**config.mk**
```make
export PLATFORM = sky130hd
export DESIGN_NAME = ca_prompt_correlator
export DESIGN_NICKNAME = d
export VERILOG_FILES = /design/src/rtl/ca_corr_pkg.sv /design/src/rtl/ca_corr_acc.sv /design/src/rtl/ca_prompt_correlator.sv
export SDC_FILE = /design/constraint.sdc
export NUM_CORES = 1
export LEC_CHECK = 0
export ABC_CLOCK_PERIOD_IN_PS = 3740
export CORE_MARGIN = 2
export CORE_UTILIZATION = 61
export CTS_BUF_LIST = sky130_fd_sc_hd__clkbuf_4
export CTS_CLUSTER_SIZE = 12
export DETAILED_ROUTE_END_ITERATION = 8
export GPL_ROUTABILITY_DRIVEN = 1
export PLACE_DENSITY = 0.81
export SLEW_MARGIN = 20
export SYNTH_ARGS = -nofsm -noshare
export SYNTH_HDL_FRONTEND = slang
export SYNTH_SLANG_ARGS = --single-unit
```
**constraint.sdc**
```tcl
create_clock -name clk -period 3.74 [get_ports clk]
set_input_delay 0.374 -clock clk [delete_from_list [all_inputs] [get_ports clk]]
set_output_delay 0.374 -clock clk [all_outputs]
set_load 0.02 [all_outputs]
```
**src/rtl/ca_corr_pkg.sv**
```systemverilog
// ---------------------------------------------------------------------------
// ca_corr_pkg
// Shared definitions for the GPS L1 C/A prompt correlator:
//   corr_state_t  - correlator control states
//   CA_CODE_LEN   - chips per C/A code period (1 epoch = 1 ms)
//   EPOCH_W       - width of the epoch counter (covers up to 20 epochs)
//   WIDE_W        - internal width used for overflow-free arithmetic
//   chip_to_sign  - maps a C/A chip bit to +1 / -1
//   sat_add       - signed add clamped to a given two's-complement width
// ---------------------------------------------------------------------------
package ca_corr_pkg;

  typedef enum logic [1:0] {
    IDLE       = 2'd0,
    WAIT_EPOCH = 2'd1,
    ACCUM      = 2'd2
  } corr_state_t;

  localparam int CA_CODE_LEN = 1023;
  localparam int EPOCH_W     = 5;
  localparam int WIDE_W      = 64;

  // Chip 0 carries +1, chip 1 carries -1.
  function automatic logic signed [1:0] chip_to_sign(input logic chip);
    return chip ? -2'sd1 : 2'sd1;
  endfunction

  // Adds in a wide domain (cannot overflow there) and clamps the result to
  // the range of a 'width'-bit signed number.
  function automatic logic signed [WIDE_W-1:0] sat_add(
    input logic signed [WIDE_W-1:0] acc,
    input logic signed [WIDE_W-1:0] val,
    input int                       width
  );
    logic signed [WIDE_W-1:0] sum;
    logic signed [WIDE_W-1:0] max_v;
    logic signed [WIDE_W-1:0] min_v;
    sum   = acc + val;
    max_v = (64'sd1 <<< (width - 1)) - 64'sd1;
    min_v = -(64'sd1 <<< (width - 1));
    if (sum > max_v)      return max_v;
    else if (sum < min_v) return min_v;
    else                  return sum;
  endfunction

endpackage

```
**src/rtl/ca_corr_acc.sv**
```systemverilog
// ---------------------------------------------------------------------------
// ca_corr_acc
// One correlator arm: wipes the C/A chip off a baseband sample (multiply by
// +1/-1) and integrates the product in a saturating signed accumulator.
// Ports:
//   clk, rst_n  - clock, async active-low reset
//   clear       - force accumulator to 0 (highest priority)
//   restart     - load accumulator with this sample's product
//   add         - accumulate this sample's product
//   chip        - prompt chip aligned to the sample
//   sample      - signed baseband sample
//   acc         - current accumulator value
// ---------------------------------------------------------------------------
module ca_corr_acc
  import ca_corr_pkg::*;
#(
  parameter int SAMPLE_W = 3,
  parameter int ACC_W    = 16
) (
  input  logic                       clk,
  input  logic                       rst_n,
  input  logic                       clear,
  input  logic                       restart,
  input  logic                       add,
  input  logic                       chip,
  input  logic signed [SAMPLE_W-1:0] sample,
  output logic signed [ACC_W-1:0]    acc
);

  logic signed [1:0]        sign;
  logic signed [WIDE_W-1:0] samp_w;
  logic signed [WIDE_W-1:0] prod_w;
  logic signed [WIDE_W-1:0] sum_w;
  logic signed [WIDE_W-1:0] first_w;

  // The sample is sign-extended before negation so that negating the most
  // negative sample value gives a representable positive result.
  always_comb begin
    sign    = chip_to_sign(chip);
    samp_w  = WIDE_W'(sample);
    prod_w  = sign[1] ? -samp_w : samp_w;
    sum_w   = sat_add(WIDE_W'(acc), prod_w, ACC_W);
    first_w = sat_add('0, prod_w, ACC_W);
  end

  // NOTE: flops are written with non-blocking (<=) so every register samples
  // the pre-edge values of its inputs regardless of block ordering.
  always_ff @(posedge clk or negedge rst_n) begin
    if (!rst_n) begin
      acc <= '0;
    end else if (clear) begin
      acc <= '0;
    end else if (restart) begin
      acc <= ACC_W'(first_w);
    end else if (add) begin
      acc <= ACC_W'(sum_w);
    end
  end

endmodule

```
**src/rtl/ca_prompt_correlator.sv**
```systemverilog
// ---------------------------------------------------------------------------
// ca_prompt_correlator
// Prompt correlator downstream of the GPS L1 C/A code generator. Integrates
// chip-wiped I/Q samples over NUM_EPOCHS code epochs, aligned to the code
// epoch, and hands the result over a valid/ready interface.
// Ports:
//   clk, rst_n        - clock, async active-low reset
//   en_i              - enable; low aborts the integration and idles
//   sample_valid_i    - qualifies sample_i_i, sample_q_i, chip_i, epoch_i
//   sample_i_i/_q_i   - signed baseband samples
//   chip_i            - prompt chip (0 -> +1, 1 -> -1)
//   epoch_i           - sample is the first of a new code period
//   dump_valid_o      - dump registers hold an unconsumed result
//   dump_ready_i      - consumer accepts the dump
//   dump_i_o/_q_o     - integrated I / Q
//   dump_cnt_o        - number of samples in the dump
//   overrun_o         - sticky: a dump was dropped due to backpressure
// ---------------------------------------------------------------------------
module ca_prompt_correlator
  import ca_corr_pkg::*;
#(
  parameter int SAMPLE_W   = 3,
  parameter int ACC_W      = 16,
  parameter int CNT_W      = 16,
  parameter int NUM_EPOCHS = 1
) (
  input  logic                       clk,
  input  logic                       rst_n,
  input  logic                       en_i,
  input  logic                       sample_valid_i,
  input  logic signed [SAMPLE_W-1:0] sample_i_i,
  input  logic signed [SAMPLE_W-1:0] sample_q_i,
  input  logic                       chip_i,
  input  logic                       epoch_i,
  output logic                       dump_valid_o,
  input  logic                       dump_ready_i,
  output logic signed [ACC_W-1:0]    dump_i_o,
  output logic signed [ACC_W-1:0]    dump_q_o,
  output logic [CNT_W-1:0]           dump_cnt_o,
  output logic                       overrun_o
);

  localparam logic [EPOCH_W-1:0] EPOCH_LAST = EPOCH_W'(NUM_EPOCHS - 1);

  corr_state_t              state_q;
  corr_state_t              state_d;
  logic [EPOCH_W-1:0]       epoch_cnt;
  logic [CNT_W-1:0]         cnt;
  logic signed [ACC_W-1:0]  acc_i;
  logic signed [ACC_W-1:0]  acc_q;
  logic                     acc_clear;
  logic                     acc_restart;
  logic                     acc_add;
  logic                     dump_fire;
  logic                     dump_take;

  // Control decode. en_i low overrides everything, including a coincident
  // epoch sample, so an abort never produces a dump.
  always_comb begin
    // NOTE: every output of this block gets a default first, so no path
    // leaves one unassigned and no latch is inferred.
    state_d     = state_q;
    acc_clear   = 1'b0;
    acc_restart = 1'b0;
    acc_add     = 1'b0;
    dump_fire   = 1'b0;
    if (!en_i) begin
      state_d   = IDLE;
      acc_clear = 1'b1;
    end else begin
      unique case (state_q)
        IDLE: begin
          acc_clear = 1'b1;
          state_d   = WAIT_EPOCH;
        end
        WAIT_EPOCH: begin
          if (sample_valid_i && epoch_i) begin
            acc_restart = 1'b1;
            state_d     = ACCUM;
          end
        end
        ACCUM: begin
          if (sample_valid_i) begin
            if (epoch_i && (epoch_cnt == EPOCH_LAST)) begin
              dump_fire   = 1'b1;
              acc_restart = 1'b1;
            end else begin
              acc_add = 1'b1;
            end
          end
        end
        default: state_d = IDLE;
      endcase
    end
  end

  // A dump is accepted into the output registers only if they are free or
  // being emptied on this very edge; otherwise it is lost.
  assign dump_take = dump_fire && (!dump_valid_o || dump_ready_i);

  ca_corr_acc #(.SAMPLE_W(SAMPLE_W), .ACC_W(ACC_W)) u_acc_i (
    .clk     (clk),
    .rst_n   (rst_n),
    .clear   (acc_clear),
    .restart (acc_restart),
    .add     (acc_add),
    .chip    (chip_i),
    .sample  (sample_i_i),
    .acc     (acc_i)
  );

  ca_corr_acc #(.SAMPLE_W(SAMPLE_W), .ACC_W(ACC_W)) u_acc_q (
    .clk     (clk),
    .rst_n   (rst_n),
    .clear   (acc_clear),
    .restart (acc_restart),
    .add     (acc_add),
    .chip    (chip_i),
    .sample  (sample_q_i),
    .acc     (acc_q)
  );

  // State, epoch counter and sample counter.
  always_ff @(posedge clk or negedge rst_n) begin
    if (!rst_n) begin
      state_q   <= IDLE;
      epoch_cnt <= '0;
      cnt       <= '0;
    end else begin
      state_q <= state_d;
      if (acc_clear) begin
        epoch_cnt <= '0;
        cnt       <= '0;
      end else if (acc_restart) begin
        epoch_cnt <= '0;
        cnt       <= CNT_W'(1);
      end else if (acc_add) begin
        if (epoch_i) epoch_cnt <= epoch_cnt + 1'b1;
        if (cnt != '1) cnt <= cnt + 1'b1;
      end
    end
  end

  // Dump registers capture the accumulators as they stood before the closing
  // epoch sample, and are held untouched while a result is pending.
  always_ff @(posedge clk or negedge rst_n) begin
    if (!rst_n) begin
      dump_valid_o <= 1'b0;
      dump_i_o     <= '0;
      dump_q_o     <= '0;
      dump_cnt_o   <= '0;
    end else if (dump_take) begin
      dump_valid_o <= 1'b1;
      dump_i_o     <= acc_i;
      dump_q_o     <= acc_q;
      dump_cnt_o   <= cnt;
    end else if (dump_valid_o && dump_ready_i) begin
      dump_valid_o <= 1'b0;
    end
  end

  always_ff @(posedge clk or negedge rst_n) begin
    if (!rst_n) begin
      overrun_o <= 1'b0;
    end else if (!en_i) begin
      overrun_o <= 1'b0;
    end else if (dump_fire && !dump_take) begin
      overrun_o <= 1'b1;
    end
  end

endmodule

```
After elaboration in Yosys (flattened, before gate mapping):

Cells that the tools add are included.

* output and inout port bits: 50
* bits in registers: 105

* equal/unequal tests: 6
* reduce and logical (&&, ||, !) cells: 17
* mux-type cells: 45
* add/sub/neg operators: 6
* $lt $le $gt $ge: 8

Operators with widths (count)
* $mux 16: 18
* $gt 64x16->1 const B: 4
* $lt 64x16->1 const B: 4
* $add 16x64->64: 2
* $mux 64: 2
* $neg 3->64: 2
* $mux 5: 4
* $add 16x1->16 const B: 1
* $mux 1: 16
* $ne 16x16->1 const B: 1
* $reduce_bool 3->1: 3
* $mux 2: 3
* $pmux 2 s3: 1
* $reduce_and 2->1: 3
* $add 5x1->5 const B: 1
* $logic_and 1x1->1: 5
* $logic_not 5->1: 1
* $ne 3x3->1 const B: 1
* $eq 2x1->1 const B: 1
* $eq 2x2->1 const B: 1
* $logic_not 1->1: 2
* $logic_not 2->1: 1
* $ne 2x1->1 const B: 1
* $ne 2x2->1 const B: 1
* other kinds (3): 3

Longest topological paths before layout:

* depth after elaboration: 11
* gate-level depth with buffers: 18

Modules after synthesis:

Synthesis repeated with hierarchy kept, for this count alone.

* cell total of the unflattened synthesis: 902
* area total of the unflattened synthesis: 8127.8 um2

By module, submodules not included
* ca_corr_acc: times used 2, seq. area each 400.4 um2, cells each 315, area an instance 2386.0 um2
* ca_prompt_correlator: times used 1, seq. area each 1826.8 um2, cells each 272, area an instance 3355.7 um2

Worst setup path before layout:

No wires, ideal clock.

* kind: input to register
* start: input port sample_i_i[0]
* end: register u_acc_i.acc[11]
* stages on the path: 17
* library setup time: 66 ps
* arrival time: 3560 ps
* slack: 113 ps
* buffers on the path: 1
* cells stage by stage: inv_1 -> ha_1 -> inv_1 -> ha_1 -> a21oi_1 -> inv_1 -> ha_1 -> buf_2 -> a21o_1 -> a2111oi_4 -> a22oi_1 -> nor3_2 -> xor2_1 -> or4_1 -> o21ai_1 -> nor2b_1 -> a221o_1

* cells in the longest elaborated chain, start to end: 9
* elaborated cells between the ends (all ways): 14
* those cells by class: add/sub (2); order compare (4); mux (8)

Ends and longest elaborated chain
* from (decl): RTL line ca_prompt_correlator.sv:31 `input logic signed [SAMPLE_W-1:0] sample_i_i,`
* $neg 3->64: RTL line ca_corr_acc.sv:41 `prod_w = sign[1] ? -samp_w : samp_w;`
* $mux 64 (*): RTL line ca_corr_acc.sv:41
* $add 16x64->64: RTL line ca_corr_pkg.sv:38 `sum = acc + val;`
* $lt 64x16->1: RTL line ca_corr_pkg.sv:42 `else if (sum < min_v) return min_v;`
* $mux 16: RTL line ca_corr_pkg.sv:42
* $mux 16: RTL line ca_corr_pkg.sv:41 `if (sum > max_v) return max_v;`
* $mux 16: RTL line ca_corr_acc.sv:55 `end else if (add) begin`
* $mux 16 (*): RTL line ca_corr_acc.sv:53 `end else if (restart) begin`
* $mux 16 (*): RTL line ca_corr_acc.sv:51 `end else if (clear) begin`
* to (signal assigned): RTL line ca_corr_acc.sv:54 `acc <= ACC_W'(first_w);`
* to (signal assigned): RTL line ca_corr_acc.sv:56 `acc <= ACC_W'(sum_w);`
* to (decl): RTL line ca_corr_acc.sv:27 `output logic signed [ACC_W-1:0] acc`

Every way passes the cells marked *; elsewhere a longest branch is shown, timed or not. The select of a mux whose other input is x is not followed.
A chain may end at the register's enable or synchronous reset.

Worst setup path after layout:

* start: input port sample_q_i[2]
* end: register u_acc_q.acc[14]

* cells in the longest elaborated chain, start to end: 9
* elaborated cells between the ends (all ways): 14
* those cells by class: add/sub (2); order compare (4); mux (8)

Ends and longest elaborated chain
* from (decl): RTL line ca_prompt_correlator.sv:32 `input logic signed [SAMPLE_W-1:0] sample_q_i,`
* $neg 3->64: RTL line ca_corr_acc.sv:41
* $mux 64 (*): RTL line ca_corr_acc.sv:41
* $add 16x64->64: RTL line ca_corr_pkg.sv:38
* $lt 64x16->1: RTL line ca_corr_pkg.sv:42
* $mux 16: RTL line ca_corr_pkg.sv:42
* $mux 16: RTL line ca_corr_pkg.sv:41
* $mux 16: RTL line ca_corr_acc.sv:55
* $mux 16 (*): RTL line ca_corr_acc.sv:53
* $mux 16 (*): RTL line ca_corr_acc.sv:51
* to (signal assigned): RTL line ca_corr_acc.sv:54
* to (signal assigned): RTL line ca_corr_acc.sv:56
* to (decl): RTL line ca_corr_acc.sv:27

Marks and branches as above.

==> summary.txt <==
Synthesis
  – Ys async rst share: 100%
  – EDFF count, synth: 0
  – Dominant cell type by area after synthesis: dfrtp_1
  – Post-synthesis cell area: a little under 0.008 mm2
  – Synth Register Bits: ~110
  – Yosys warning total: 0
  – Syn Inst Count: about 840
  – Avg Synthesized Cell Area: between 9 and 10 um2
  – Synth unique cells: slightly below 80
  – Sequential share of the synthesized area: about a third
  – Post-synth top cells: dfrtp_1 (105), nor2_1 (76), nand2_1 (74)
  – Net Count, Synth: roughly 900
  – Top post-synthesis cells by area: dfrtp_1 (34%), ha_1 (9.3%), mux2_2 (7.2%), a21oi_1 (3.9%), nor2_1 (3.7%)
  – Most used DFF post-synth: dfrtp_1
  – Count leader, synth: dfrtp_1
  – Yosys top cell area share: about a third

Route
  – DRC violation total after the first TritonRoute iteration: approximately 620
  – Post-DRT Antenna Nets: 0
  – Via-to-Cell Ratio: just over 6
  – Routed WL: around 23 mm
  – Via Count: roughly 7600
  – Post-DR wirelength/cell: ~19 um
  – Drt drc: 0
  – TritonRoute pass-1 iters: 5

Timing
  – Maximum clock rate: around 270 MHz
  – Fin. max-slew vios: 0
  – Tmin final: 3.71 ns
  – Worst-margin pin slew: between 0.9 and 1 ns
  – Setup TNS: 0 ns
  – Clock Skew: around 0.032 ns
  – Hold Slack: -0.0448 ns
  – Setup violators final: 0
  – Tcrit/Tclk final: 99.2%
  – Final Hold Fails: 10
  – Relative slew margins: 36.3%

Cells and area
  – Diode count: 0
  – Filler Cells Inserted: ~740
  – Nets: around 1100
  – Post-Layout Inst Area: between 0.01 and 0.015 mm2
  – Fraction of layout cells with a size suffix above 1: between 30% and 40%
  – Area growth syn-to-layout: 33.8%
  – Util after Layout: 84.5%
  – Fin cells: approximately 1200

GRT
  – Gr usage total: about a third
  – Total gr overflow: 0
  – Initial antenna violation count: 0
  – Vias in the first global route: ~7600
  – Largest net degree at the start of global routing: 74
  – Global-route wire length before repair: 36.7 mm

Run status
  – Outcome: finished, violations left
  – Failing checks: negative hold slack

Place
  – Placed cells: about 1200
  – Port Buffers: between 60 and 70
  – GPL Wtd Cong: between 0.9 and 1
  – Placed Area: roughly 0.0098 mm2
  – HPWL Detailed: ~17 mm

Worst setup path
  – Kind of critical path: primary input to register
  – Slowest stage cell on the critical path: clkdlybuf4s50_1
  – Worst Path Required: between 4 and 5 ns
  – Crit-path cells: clkdlybuf4s50_1, inv_2, nand3_1, ha_1, a21o_1, inv_2, buf_4, ha_1, o21ai_1, nand2b_1, nor4b_4, or2_4, o31ai_4, xnor2_2, a41oi_2, nor2_1, buf_4, a221o_1
  – Largest stage delay on the critical path: between 0.4 and 0.5 ns
  – Critical path arrival: 4.09 ns
  – CP max FO: 6
  – Crit end category: register
  – Worst setup SP type: primary input

Clock tree
  – CTS tree: yes
  – H-tree depth: 3
  – Longest Clk Path Bufs: 2
  – # clock sinks: around 110
  – Later-pin clock latency in the skew report: 0.51 ns
  – CTS clk-pin slew, worst paths: 0.17 ns
  – CTS buffer count: 9
  – CTS Root Cell: clkbuf_4

Die
  – Die Y: ~120 um
  – I/O pin count: 63
  – Core area: 0.0122 mm2
  – Die area: around 0.014 mm2
  – Die W: 116 um
  – Initial Util: a little over three fifths
  – FP Rows: 40

Power
  – P_leak: roughly 4.9 nW
  – PwrDens: ~370 mW/mm2
  – VDD IR max: 353 uV

Hold path
  – Min-Delay Path Class: primary input to asynchronous set/reset pin

Job
  – Number of max-cap violations: 0
-- logic make-up (layout without fill, tap and decap cells) --
logic type | Yosys count | after routing | synth area share, %
compound gates | 238 | 238 | 21.9
xor+xnor | 49 | 49 | 5.68
fa+ha+maj | 59 | 59 | 9.80
buf+inv | 80 | 312 | 4.27
flops | 105 | 105 | 34.2
mux | 56 | 56 | 8.09
simple gates | 254 | 254 | 16.1
-- critical path, delay by kind of cell --
kind | cells | cell delay (ns)
xor gates and xnor gates | 1 | 0.10
adders and majority gates | 2 | 0.56
and+or+nand+nor | 5 | 0.72
buffers and inverters | 5 | 1.01
AOI/OAI and AO/OA | 5 | 1.30
-- cell usage in the layout (no fill, tap or decap), types with 32 or more instances in the layout --
cell type,count
dfrtp_1,105
ha_1,45
mux2_2,49
clkdlybuf4s50_1,56
a21oi_1,47
buf_4,196
inv_1,32
o21ai_0,39
nor2_1,74
nand2_1,72
-- registers in the layout, indices dropped and copies added (netlist names) --
signal	flops
cnt	16
dump_cnt_o	16
u_acc_i.acc	16
u_acc_q.acc	16
dump_q_o	16
overrun_o	1
dump_valid_o	1
epoch_cnt	5
state_q	2
dump_i_o	16
-- cell type report --
| cell class | count | area [um2] | share of cell area (%) |
|---|---|---|---|
| Clock buffer | 9 | 67.6 | 0.657 |
| Clock inverter | 7 | 66.3 | 0.645 |
| Inverter | 38 | 148 | 1.44 |
| Multi-Input combinational cell | 656 | 5060 | 49.2 |
| Sequential cell | 105 | 2630 | 25.6 |
| Tap cell | 168 | 210 | 2.04 |
| Timing Repair Buffer | 257 | 2090 | 20.4 |
| Timing Repair inverter | 1 | 7.51 | 0.0730 |
-- power breakdown --
| part | switching, mW | internal [mW] |
|---|---|---|
| logic | 0.964 | 0.933 |
| clock network | 0.403 | 0.202 |
| registers | 0.105 | 1.22 |
| total | 1.47 | 2.36 |
-- routing by layer --
layer  routed length (um)  part of all wire [%]  GRT usage [%]  vias to the layer above
li1                     -                     -              -                     3519
met1                 9450                    40           41.4                     3697
met2                12000                    51           60.9                      312
met3                 1250                   5.3           6.38                       86
met4                  752                   3.2           13.3                        0
met5                    0                     0              0                        -
-- repair_timing --
action                     CTS  global route
gates resized for setup     29            50
gates cloned                 1             0
setup endpoints to repair   30            30
setup buffers                3             2
pin swaps                    5            15
hold buffers                 0             0
-- path summary, 6_finish.rpt --
path | slack, ns | startpoint | endpoint | depth (start not counted)
max in group asynchronous | 2.92 | rst_n | dump_i_o[6] | 2
setup reg to reg | 0.54 | u_acc_i.acc[0] | u_acc_i.acc[12] | 14
hold reg to reg | 0.53 | dump_cnt_o[8] | dump_cnt_o[8] | 1
setup / recovery | 0.03 | sample_q_i[2] | u_acc_q.acc[14] | 18
hold / removal | -0.04 | rst_n | dump_q_o[12] | 1
min in group clk | 0.51 | sample_q_i[0] | u_acc_q.acc[0] | 6
-- stage by stage --
stage / setup slack [ns] / power, mW / hold slack (ns)
4_1_cts: -0.0351 / 3.70 / 0.0120
3_3_place_gp: -0.573 / 2.98 / 0.488
5_1_grt: -0.0286 / 4.04 / 0.0305
3_5_place_dp: -0.710 / 3.04 / 0.496
2_1_floorplan: 0.113 / 2.27 / 0.0784
6_report: 0.0282 / 3.83 / -0.0448
No activity file was read; power rests on OpenSTA's default activity.
